===== config.mk =====
export PLATFORM = sky130hd
export DESIGN_NAME = gray_ptr_gen
export DESIGN_NICKNAME = d
export VERILOG_FILES = /design/src/rtl/fifo_ptr_pkg.sv /design/src/rtl/ptr_sync.sv /design/src/rtl/gray_ptr_gen.sv
export SDC_FILE = /design/constraint.sdc
export NUM_CORES = 1
export LEC_CHECK = 0
export CAP_MARGIN = 20
export CORE_ASPECT_RATIO = 1.75
export CORE_UTILIZATION = 25
export DETAILED_ROUTE_END_ITERATION = 10
export GPL_TIMING_DRIVEN = 1
export SETUP_SLACK_MARGIN = 0.2
export SLEW_MARGIN = 30
export SYNTH_ARGS = -nofsm -noshare
export SYNTH_HDL_FRONTEND = slang
export SYNTH_HIERARCHICAL = 1
export SYNTH_SLANG_ARGS = --single-unit

===== constraint.sdc =====
create_clock -name clk -period 2.7 [get_ports clk]
set_clock_uncertainty 0.2 [all_clocks]
set_input_delay 0.54 -clock clk [delete_from_list [all_inputs] [get_ports clk]]
set_output_delay 0.54 -clock clk [all_outputs]
set_load 0.005 [all_outputs]

===== src/rtl/fifo_ptr_pkg.sv =====
// rtl/fifo_ptr_pkg.sv - shared Gray/binary helpers for the async FIFO pointer generators
//
// Purpose: Gray <-> binary conversion functions and common constants used by
//          both sides of the async FIFO. Functions work on a MAX_W-bit
//          container; callers zero-extend their pointer and truncate the
//          result back to their pointer width.
// Contents:
//   MAX_W       widest pointer the helpers accept
//   DEF_ADDR_W  default RAM address width
//   DEPTH       default FIFO depth (2**DEF_ADDR_W)
//   bin2gray    binary -> Gray
//   gray2bin    Gray -> binary (prefix XOR built from doubling shifts)
package fifo_ptr_pkg;

  localparam int MAX_W      = 32;
  localparam int DEF_ADDR_W = 4;
  localparam int DEPTH      = 2 ** DEF_ADDR_W;

  function automatic logic [MAX_W-1:0] bin2gray(input logic [MAX_W-1:0] b);
    return b ^ (b >> 1);
  endfunction

  // Each bit of the binary value is the XOR of itself and every higher Gray
  // bit; folding with shifts of 1, 2, 4, ... builds that prefix XOR in
  // log2(MAX_W) steps.
  function automatic logic [MAX_W-1:0] gray2bin(input logic [MAX_W-1:0] g);
    logic [MAX_W-1:0] b;
    b = g;
    for (int s = 1; s < MAX_W; s = s * 2) begin
      b = b ^ (b >> s);
    end
    return b;
  endfunction

endpackage


===== src/rtl/ptr_sync.sv =====
// rtl/ptr_sync.sv - multi-flop synchroniser for a Gray pointer crossing clock domains
//
// Purpose: STAGES-deep flop chain that brings the opposite domain's Gray
//          pointer into clk. Kept as its own module so the crossing is easy
//          to find and constrain.
// Ports:
//   clk   in   1   destination clock
//   rst   in   1   asynchronous active-high reset, clears every stage
//   d     in   W   Gray pointer from the other domain (asynchronous to clk)
//   q     out  W   synchronised pointer, STAGES cycles behind d
module ptr_sync #(
  parameter int W      = 5,
  parameter int STAGES = 2
) (
  input  logic         clk,
  input  logic         rst,
  input  logic [W-1:0] d,
  output logic [W-1:0] q
);

  logic [W-1:0] stage_q [STAGES];

  always_ff @(posedge clk or posedge rst) begin
    if (rst) begin
      for (int i = 0; i < STAGES; i++) begin
        stage_q[i] <= '0;
      end
    end else begin
      stage_q[0] <= d;
      for (int i = 1; i < STAGES; i++) begin
        stage_q[i] <= stage_q[i-1];
      end
    end
  end

  assign q = stage_q[STAGES-1];

endmodule


===== src/rtl/gray_ptr_gen.sv =====
// rtl/gray_ptr_gen.sv - one side of an async FIFO: Gray pointer, full/empty flag, level
//
// Purpose: binary pointer counter with a registered Gray copy for the other
//          domain, a synchroniser for the other side's Gray pointer, and the
//          registered full (write side) or empty (read side) flag plus the
//          occupancy seen from this side.
// Parameters:
//   ADDR_W       RAM address width; pointers carry one extra wrap bit
//   IS_WRITE     1: write side, flag = full; 0: read side, flag = empty
//   SYNC_STAGES  synchroniser depth for ptr_other_gray (>= 2)
// Ports:
//   clk             in   1         this domain's clock
//   rst             in   1         asynchronous active-high reset
//   inc             in   1         push (write side) / pop (read side) request
//   ptr_other_gray  in   ADDR_W+1  Gray pointer from the opposite domain
//   addr            out  ADDR_W    RAM address (low bits of the binary pointer)
//   ptr_gray        out  ADDR_W+1  registered Gray pointer to the opposite domain
//   flag            out  1         registered full / empty
//   level           out  ADDR_W+1  registered occupancy, 0..2**ADDR_W
module gray_ptr_gen
  import fifo_ptr_pkg::*;
#(
  parameter int ADDR_W      = 4,
  parameter bit IS_WRITE    = 1'b1,
  parameter int SYNC_STAGES = 2
) (
  input  logic              clk,
  input  logic              rst,
  input  logic              inc,
  input  logic [ADDR_W:0]   ptr_other_gray,
  output logic [ADDR_W-1:0] addr,
  output logic [ADDR_W:0]   ptr_gray,
  output logic              flag,
  output logic [ADDR_W:0]   level
);

  localparam int PW = ADDR_W + 1;

  // The write side sits "full" when its Gray pointer equals the read
  // pointer with the top two Gray bits inverted (one lap ahead).
  localparam logic [PW-1:0] FULL_FLIP = {2'b11, {(PW-2){1'b0}}};

  localparam logic FLAG_RST = ~IS_WRITE;

  logic [PW-1:0] bin;
  logic [PW-1:0] sync_ptr;
  logic [PW-1:0] other_bin;
  logic          inc_eff;
  logic [PW-1:0] bin_nxt;
  logic [PW-1:0] gray_nxt;
  logic          flag_nxt;
  logic [PW-1:0] level_nxt;

  ptr_sync #(
    .W      (PW),
    .STAGES (SYNC_STAGES)
  ) u_sync (
    .clk (clk),
    .rst (rst),
    .d   (ptr_other_gray),
    .q   (sync_ptr)
  );

  always_comb begin
    inc_eff   = inc & ~flag;
    bin_nxt   = bin + PW'(inc_eff);
    gray_nxt  = PW'(bin2gray(MAX_W'(bin_nxt)));
    other_bin = PW'(gray2bin(MAX_W'(sync_ptr)));
    flag_nxt  = 1'b0;
    level_nxt = '0;
    // Flag and level both come from the next-state pointer so the flag
    // rises together with the ptr_gray that reaches the boundary.
    if (IS_WRITE) begin
      flag_nxt  = (gray_nxt == (sync_ptr ^ FULL_FLIP));
      level_nxt = bin_nxt - other_bin;
    end else begin
      flag_nxt  = (gray_nxt == sync_ptr);
      level_nxt = other_bin - bin_nxt;
    end
  end

  always_ff @(posedge clk or posedge rst) begin
    if (rst) begin
      bin      <= '0;
      ptr_gray <= '0;
      flag     <= FLAG_RST;
      level    <= '0;
    end else begin
      bin      <= bin_nxt;
      ptr_gray <= gray_nxt;
      flag     <= flag_nxt;
      level    <= level_nxt;
    end
  end

  assign addr = bin[ADDR_W-1:0];

endmodule

# After elaboration in Yosys (flattened, before gate mapping)
# Cells that the tools add are included.
[totals] input_bits=8 ff_bits=26
[classes] addsub=2 n_eq_ne=1 bitwise_logic=9
[op_table] cell="5-bit by 1-bit XOR with 5-bit output, second input constant" count=2
[op_table] cell="5-bit by 4-bit XOR with 5-bit output" count=2
[op_table] cell="5-bit by 1-bit adder with 5-bit output" count=1
[op_table] cell="5-bit equality test" count=1
[op_table] cell="5-bit subtractor" count=1
[op_table] cell="5-bit by 1-bit XOR with 5-bit output" count=1
[op_table] cell="5-bit by 3-bit XOR with 5-bit output" count=1
[op_table] cell="2-bit NOT" count=1
[op_table] cell="1-bit bitwise AND" count=1
[op_table] cell="1-bit NOT" count=1

# Depth between registers and ports, before layout
# Gate-level depths: netlist of the first run.
[depth] depth_word=6 depth_mapped=10 ltp_nobuf=9

# Modules after synthesis
# The synthesis of the first run kept the hierarchy.
[by_module_without_submodules] mod="gray_ptr_gen" instances=1 cells_each=73 area_each_um2=884.6
[by_module_without_submodules] mod="ptr_sync" instances=1 cells_each=16 area_each_um2=291.5

# Least setup slack after synthesis of the first run
# No wires, ideal clock.
[synth_timing] path_kind="register -> register" startpoint="reg u_sync.stage_q (netlist bit u_sync/q[4])" endpoint="reg level[4]" n_path_buf=1 path_slack_ns=0.107 arrival_ns=2.263 path_stages_with_launch=11 path_cell_list="dfrtp_1 -> buf_4 -> xor3_2 -> xnor2_2 -> xnor2_1 -> ha_1 -> inv_1 -> fa_1 -> a31oi_1 -> o211ai_1 -> xnor2_1"
[synth_via] elab_chain_len=6
[synth_lines] item="start: declaration" line_no="ptr_sync.sv:21" text="logic [W-1:0] stage_q [STAGES];"
[synth_lines] item="start signal: indexed assignment" line_no="ptr_sync.sv:31" text="stage_q[i] <= stage_q[i-1];"
[synth_lines] item="5-bit by 4-bit XOR with 5-bit output" line_no="fifo_ptr_pkg.sv:30" text="b = b ^ (b >> s);"
[synth_lines] item="5-bit by 3-bit XOR with 5-bit output" line_no="fifo_ptr_pkg.sv:30"
[synth_lines] item="5-bit by 1-bit XOR with 5-bit output (3 in a row)" line_no="fifo_ptr_pkg.sv:30"
[synth_lines] item="5-bit subtractor" line_no="gray_ptr_gen.sv:75" text="level_nxt = bin_nxt - other_bin;"
[synth_lines] item="via level_nxt[4]" line_no="gray_ptr_gen.sv:52" text="logic [PW-1:0] level_nxt;"
[synth_lines] item="end signal: assignment" line_no="gray_ptr_gen.sv:92" text="level <= level_nxt;"
[synth_lines] item="end: declaration" line_no="gray_ptr_gen.sv:34" text="output logic [ADDR_W:0] level"
# The timed path passes the listed nets, and every way through them passes these cells.

# Final worst setup path of the first run
# Same ends and word-level chain as after synthesis.

==> results of run 1 <==
[logic make-up (layout without fill, tap and decap cells)]
group | after synthesis | count (layout)
xor gates and xnor gates | 23 | 23
and+or+nand+nor | 12 | 12
buffers and inverters | 14 | 49
adders and majority gates | 7 | 7
AOI/OAI and AO/OA | 8 | 8
DFF | 25 | 25
[critical path, cell delays in order, from the launching register on]
cell      delay (ns)
dfrtp_1         0.41
xor3_2          0.45
xnor2_4         0.19
xnor2_2         0.13
ha_1            0.16
inv_1           0.06
fa_2            0.37
a31oi_1         0.17
o211ai_1        0.13
xnor2_1         0.14
[worst max-delay path by stage]
stage | endpoint | slack, ns | depth (start not counted)
global route | level[4]$_DFF_PP0_ | 0.04 | 9
floorplan | level[4]$_DFF_PP0_ | 0.14 | 10
global placement | level[4]$_DFF_PP0_ | -0.15 | 10
detailed placement | level[4]$_DFF_PP0_ | -0.23 | 10
finish | level[4]$_DFF_PP0_ | 0.18 | 9
CTS | level[4]$_DFF_PP0_ | 0.17 | 9
[flip-flops by register name (all words and copies together), names as in the netlist]
signal / count
bin: 5
u_sync/q: 5
u_sync/stage_q: 5
ptr_gray: 4
level: 5
flag: 1
[final cells by class]
| cell class | instances | area, µm² |
|---|---|---|
| Fill cell | 436 | 2820 |
| Tap cell | 51 | 63.8 |
| Clock buffer | 4 | 45.0 |
| Sequential cell | 25 | 626 |
| Multi-Input combinational cell | 50 | 526 |
| Timing Repair Buffer | 38 | 339 |
| Inverter | 7 | 26.3 |
[metrics by stage]
| step | std cells | util [%] | worst slack [ns] |
|---|---|---|---|
| 6_report | 175 | 36.6 | 0.176 |
| 5_1_grt | 175 | 36.6 | 0.0406 |
| 4_1_cts | 175 | 36.6 | 0.168 |
| 3_5_place_dp | 168 | 34.0 | -0.231 |
| 3_3_place_gp | 168 | 34.0 | -0.149 |
| 2_1_floorplan | 89 | - | 0.135 |
[power breakdown]
group / switching, µW / internal, µW / leakage [µW]
clock: 114 / 106 / 0.0000228
sequential: 107 / 509 / 0.000294
combinational: 441 / 683 / 0.000432
total: 662 / 1300 / 0.000749
[what timing repair did]
item	in CTS	in global routing
hold buffers	0	0
setup endpoints to repair	3	2
resized for setup	10	0
buffers inserted	3	0
pin swaps	9	0
[cells in the final DEF, fill, tap and decap left out, drive strengths merged]
cell,Yosys,routed
clkdlybuf4s50,0,21
nand2b,1,1
and3,2,2
xor3,2,2
o21ai,1,1
nor3,1,1
and2,1,1
inv,7,7
nor2b,1,1
maj3,1,1
nand3b,1,1
xnor3,1,1
or3,1,1
ha,5,5
dlygate4sd2,0,1
dfrtp,25,25
xnor2,12,12
nor2,1,1
buf,7,16
clkbuf,0,4
o22ai,1,1
a21oi,2,2
a21boi,1,1
a31oi,1,1
nand2,2,2
nand3,1,1
xor2,8,8
fa,1,1
o211ai,2,2
[metal layers]
| metal | vias up | part of all wire [%] | routed length, µm | global-route usage, % |
|---|---|---|---|---|
| met3 | 5 | 3.8 | 76 | 1.97 |
| met1 | 352 | 36 | 713 | 9.80 |
| met2 | 17 | 58 | 1160 | 16.4 |
| met4 | 0 | 2.4 | 49 | 5.26 |
| li1 | 348 | - | - | - |
| met5 | - | 0 | 0 | 0 |
==> impl_metrics.csv, run 1 <==
group,metric,value,unit
run_status,status,"finished, final reports clean",
timing,slew_headroom,60.4,%
global_route,grt.overflow.total,0,
synthesis,synth_most_common_cell,"dfrtp_1",
floorplanning,pin_count,23,
synthesis,ys.flop_type,"dfrtp_1",
synthesis,synth_edf_count,0,
timing,grt_setup_unrepaired,"true",
placed_design,hpwl,1.57,mm
floorplanning,core,4440,µm²
worst_setup_path,crit_fanout,3,
hold_path,min_path_cells,0,
synthesis,ys_seq_elements,25,
clock_network,clock_latency,0.27,ns
worst_setup_path,r2r_slack,0.18,ns
worst_setup_path,crit_path_start_kind,"register",
pwr,p_per_area,1210,nW/µm²
final_layout,stdcell_area,1630,µm²
clock_network,cts_max_level,1,
timing,final.setup.tns,0,ns
synthesis,synth_largest_area_cell,"dfrtp_1",
pwr,p_leak,0.000749,µW
pwr,ir_drop,0.000484,V
floorplanning,die_y,92.7,µm
hold_path,hold_end,"u_sync/q[2]$_DFF_PP0_",
final_layout,fin_nets,139,
synthesis,synth-adder-area-share,7.98,%
routing,drtIter0Drc,7,
synthesis,synthXorXnorAreaFrac,22.2,%
final_layout,areaGrowthSynthToFinish,38.2,%
placed_design,gp_congestion,0.780,
clock_network,numClockSinks,25,
worst_setup_path,worst-setup-path-type,"reg -> reg",
synthesis,syn_avg_cell_area,13.2,µm²
clock_network,path_clk_slew,0.08,ns
worst_setup_path,reg2reg_to,"level[4]$_DFF_PP0_",
final_layout,layout-drive-gt1-share,25.8,%
timing,drv_slew,0,
clock_network,clockBufferDepth,2,
synthesis,synth.area.mux_share,0,%
timing,hold_violations,0,
global_route,antenna_found_initial,0,
placed_design,port_buffers,22,
hold_path,hp-class,"reg -> reg",
worst_setup_path,r2r_cells,9,
synthesis,netlist_instances,89,
timing,setup_viol,0,
synthesis,ys_seq_area_share,53.2,%
global_route,grt_use_total,9.40,%
hold_path,hold_start,"u_sync/stage_q[7]$_DFF_PP0_",
synthesis,synth-simple-area-share,5.64,%
synthesis,synth_top_area_share,53.2,%
routing,wire_per_inst,11.4,µm
worst_setup_path,timing.rr.start,"u_sync/q[4]$_DFF_PP0_",
global_route,grt_pass1_wl,3.28,mm
routing,ant_nets,0,
timing,worst_pin_slew,0.593,ns
worst_setup_path,critPathArrivalTime,2.48,ns
worst_setup_path,crit_start,"u_sync/q[4]$_DFF_PP0_",
timing,min_period_over_period,93.5,%
final_layout,num_antenna_cells,0,
floorplanning,die_x,53.9,µm
routing,first_pass_iters,4,
timing,hold_slack,0.154,ns
synthesis,syn_nets,103,
floorplanning,start_util,26.5,%
global_route,grt_pass1_vias,747,
synthesis,synth_common_cells,"25 x dfrtp_1, 11 x xnor2_1, 7 x xor2_1",
placed_design,dpl_cell_area,1510,µm²
synthesis,synth_compound_area_share,4.68,%
clock_network,cts_made_buffers,3,
routing,drc,0,
clock_network,cts_tree,"done",
routing,num_vias,722,
worst_setup_path,cp.required,2.65,ns
routing,drt-total-wl,2.00,mm
global_route,grt_max_degree,16,
floorplanning,placementRows,32,
synthesis,synth.distinct_cells,32,
timing,final.min_clock_period,2.52,ns
floorplanning,dieArea,4990,µm²
synthesis,synth_top_family_by_area,"XOR/XNOR gates",
synthesis,syn_area,1180,µm²
worst_setup_path,cp-end-kind,"register",
clock_network,root_buffer,"clkbuf_8",
synthesis,async_flop_share,100,%
synthesis,synth_area_leaders,"dfrtp_1 53%, xnor2_1 8.2%, ha_1 5.3%, xor2_1 5.2%, buf_4 3.2%",
flow_run,cap_violations,0,
pwr,p_total,1960,µW
synthesis,yosysWarnings,6,
routing,vias_per_cell,4.13,
timing,fmax,396,MHz
(Power assumes the default switching activity.)
==> run 2, diff against run 1 <==
--- a/config.mk
+++ b/config.mk
@@ -5,13 +5,14 @@
 export SDC_FILE = /design/constraint.sdc
 export NUM_CORES = 1
 export LEC_CHECK = 0
+export ABC_CLOCK_PERIOD_IN_PS = 2700
 export CAP_MARGIN = 20
 export CORE_ASPECT_RATIO = 1.75
 export CORE_UTILIZATION = 25
 export DETAILED_ROUTE_END_ITERATION = 10
 export GPL_TIMING_DRIVEN = 1
 export SETUP_SLACK_MARGIN = 0.2
-export SLEW_MARGIN = 30
+export SLEW_MARGIN = 20
 export SYNTH_ARGS = -nofsm -noshare
 export SYNTH_HDL_FRONTEND = slang
 export SYNTH_HIERARCHICAL = 1
==> results of run 2 <==
No change in the layout: final DEF, timing and power equal those of run 1.
==> edit, RTL diff (settings of run 1) <==
`SYNC_STAGES`: 2 -> 4. Comments in the files are not updated.
--- a/src/rtl/gray_ptr_gen.sv
+++ b/src/rtl/gray_ptr_gen.sv
@@ -24,3 +24,3 @@
   parameter bit IS_WRITE    = 1'b1,
-  parameter int SYNC_STAGES = 2
+  parameter int SYNC_STAGES = 4
 ) (
Check against the original RTL: not equivalent (Yosys sat finds a counterexample within 4 cycles, from zero or initial values and one cycle with rst high).
==> edit against run 1 <==
Worst setup slack improved by 0.078 ns; total power increased by 19%; wire length increased by 18%; count of clock-buffer cells in the layout increased by 4; sequential power increased by 26%; sequential cell count increased by 10; first-iteration DRC count increased by 57%; synthesized cell count increased by 10%; synthesized area increased by 20%; design area increased by 19%; critical path type is now in2reg; largest cell class unchanged.
==> edit: results (changes against run 1) <==
[run_status]
run_status=finished, final reports clean

[grt]
groute.layer.met2.usage=0.175  ; +0.0112
met3_usage=0.0345  ; +0.0148
grt.total_usage=0.0956  ; +0.00157
number_of_antenna_violations_at_the_first_check_in_global_routing=0  ; unchanged
largest_net_degree_at_the_start_of_global_routing=21  ; +5
globalRoute.totalOverflow=0  ; unchanged
grt_pass1_vias=868  ; +16%
use_met1=0.0818  ; -0.0163
grt_pass1_wl_um=3990  ; +22%

[placed_design]
postPlaceCellArea_sq_um=1790  ; +18%
number_of_port_buffers=22  ; unchanged
gp_congestion=0.790  ; +1.3%
place_ws_ns=-0.115  ; +0.116 ns
hpwlAfterDp_um=1780  ; +13%

[routing]
avgViaCountPerCell=3.85  ; -6.6%
total_detailed_routing_wirelength_um=2370  ; +18%
dr.first_iter.drc_count=11  ; +4
first_pass_iters=2  ; -2

[cts]
later_pin_clock_latency_in_the_skew_report_ns=0.28
clk_path_buf_depth=2  ; unchanged
numCtsBuffers=5  ; +2
level_count_of_the_clock_h_tree=2  ; +1
clk_pin_slew_worst_paths_ns=0.07
clock_root_cell=sky130_fd_sc_hd__clkbuf_8

[sta]
worst_pin_slew_ns=0.719  ; +0.126 ns
fin_setup_tns_ns=0  ; unchanged

[setup_path]
cpPeakStageDelay_ns=0.46
cp_slowest_cell=sky130_fd_sc_hd__clkdlybuf4s50_1
timing.critical_path.fanout_max=4  ; +1
cell_type_group_with_the_largest_total_delay_on_the_critical_path=adder cells

[power]
irDropWorstVdd_v=0.000421  ; -13%
power_switching_mw=0.742  ; +12%
comb_cell_power_mw=1.14
power-per-cell-area_nw_per_um2=1200  ; -0.43%
power.static_leakage_nw=0.866  ; +16%
pwr-share-clk=0.177  ; +0.065

[yosys]
synthDominantAreaCellType=sky130_fd_sc_hd__dfrtp_1
yosys_warnings=6  ; unchanged
synth_fp_nets=112  ; +8.7%
synth_top_cells_by_count=sky130_fd_sc_hd__dfrtp_1 (35), sky130_fd_sc_hd__xnor2_1 (11), sky130_fd_sc_hd__xor2_1 (7), sky130_fd_sc_hd__inv_1 (6)
ys_types=31  ; -3.1%
synth_async_sr_flop_share=1.00  ; unchanged
synth.area.top_cells=sky130_fd_sc_hd__dfrtp_1 (62%), sky130_fd_sc_hd__xnor2_1 (6.8%), sky130_fd_sc_hd__ha_1 (4.4%), sky130_fd_sc_hd__xor2_1 (4.3%), sky130_fd_sc_hd__buf_4 (2.7%)
synth.yosys.seq_area_share=0.620  ; +0.0881

[flow_run]
max_cap_violations=0  ; unchanged

[final_layout]
final_nets=150  ; +7.9%
share_of_layout_cells_above_drive_strength_1=0.270  ; +0.0120
largest_register_ffs=15
largest-register=u_sync/stage_q
insertedDiodeCount=0  ; unchanged
number_of_inserted_filler_cells_in_the_final_layout=541  ; +24%

[min_path]
hold_class=reg2reg

edit: what timing repair did:
item,CTS,global route
resized for setup,3,4
buffers inserted,1,2
setup endpoints to repair,3,2
pin swaps,1,7
edit: worst register-to-register path, delay by kind of cell, from the launching register on:
kind	cells	cell delay, ns
AOI/OAI and AO/OA	2	0.25
xor gates and xnor gates	5	0.83
adders and majority gates	2	0.55
buffers and inverters	1	0.07
DFF	1	0.42
edit: per-stage QoR:
stage / std cells / util
final: 211 / 0.362
after global routing: 211 / 0.362
after CTS: 209 / 0.356
after detailed placement: 200 / 0.334
after global placement: 200 / 0.334
after floorplan: 98 / -
edit: area by class of cell:
class	count	area share
Inverter	7	0.0136
Timing Repair Buffer	38	0.176
Multi-Input combinational cell	49	0.259
Clock buffer	8	0.0517
Tap cell	74	0.0478
Sequential cell	35	0.452
edit: cell families after synthesis:
kind of cell,Yosys count,share of synthesized area
AO/OA/AOI/OAI,9,0.0434
XOR/XNOR,23,0.179
adder cells (fa/ha/maj),7,0.0664
flip-flops,35,0.620
buffers and inverters,14,0.0523
AND/OR/NAND/NOR,10,0.0390
edit: final timing paths:
path | end | cells past startpoint | start | slack (ns)
worst max-delay path | level[3] | 8 | inc | 0.25
worst min-delay path | u_sync/q[1] | 0 | u_sync/stage_q[6] | 0.15
worst max register to register | level[4] | 10 | u_sync/q[3] | 0.28
worst min register to register | u_sync/q[1] | 0 | u_sync/stage_q[6] | 0.15
max in group asynchronous | u_sync/q[4] | 2 | rst | 1.34
min in group asynchronous | ptr_gray[0] | 2 | rst | 0.46
edit: metal layers:
| layer | vias up | routed length [um] |
|---|---|---|
| met5 | - | 0 |
| met4 | 0 | 87 |
| met3 | 7 | 90 |
| met2 | 22 | 1380 |
| met1 | 405 | 809 |
| li1 | 379 | - |
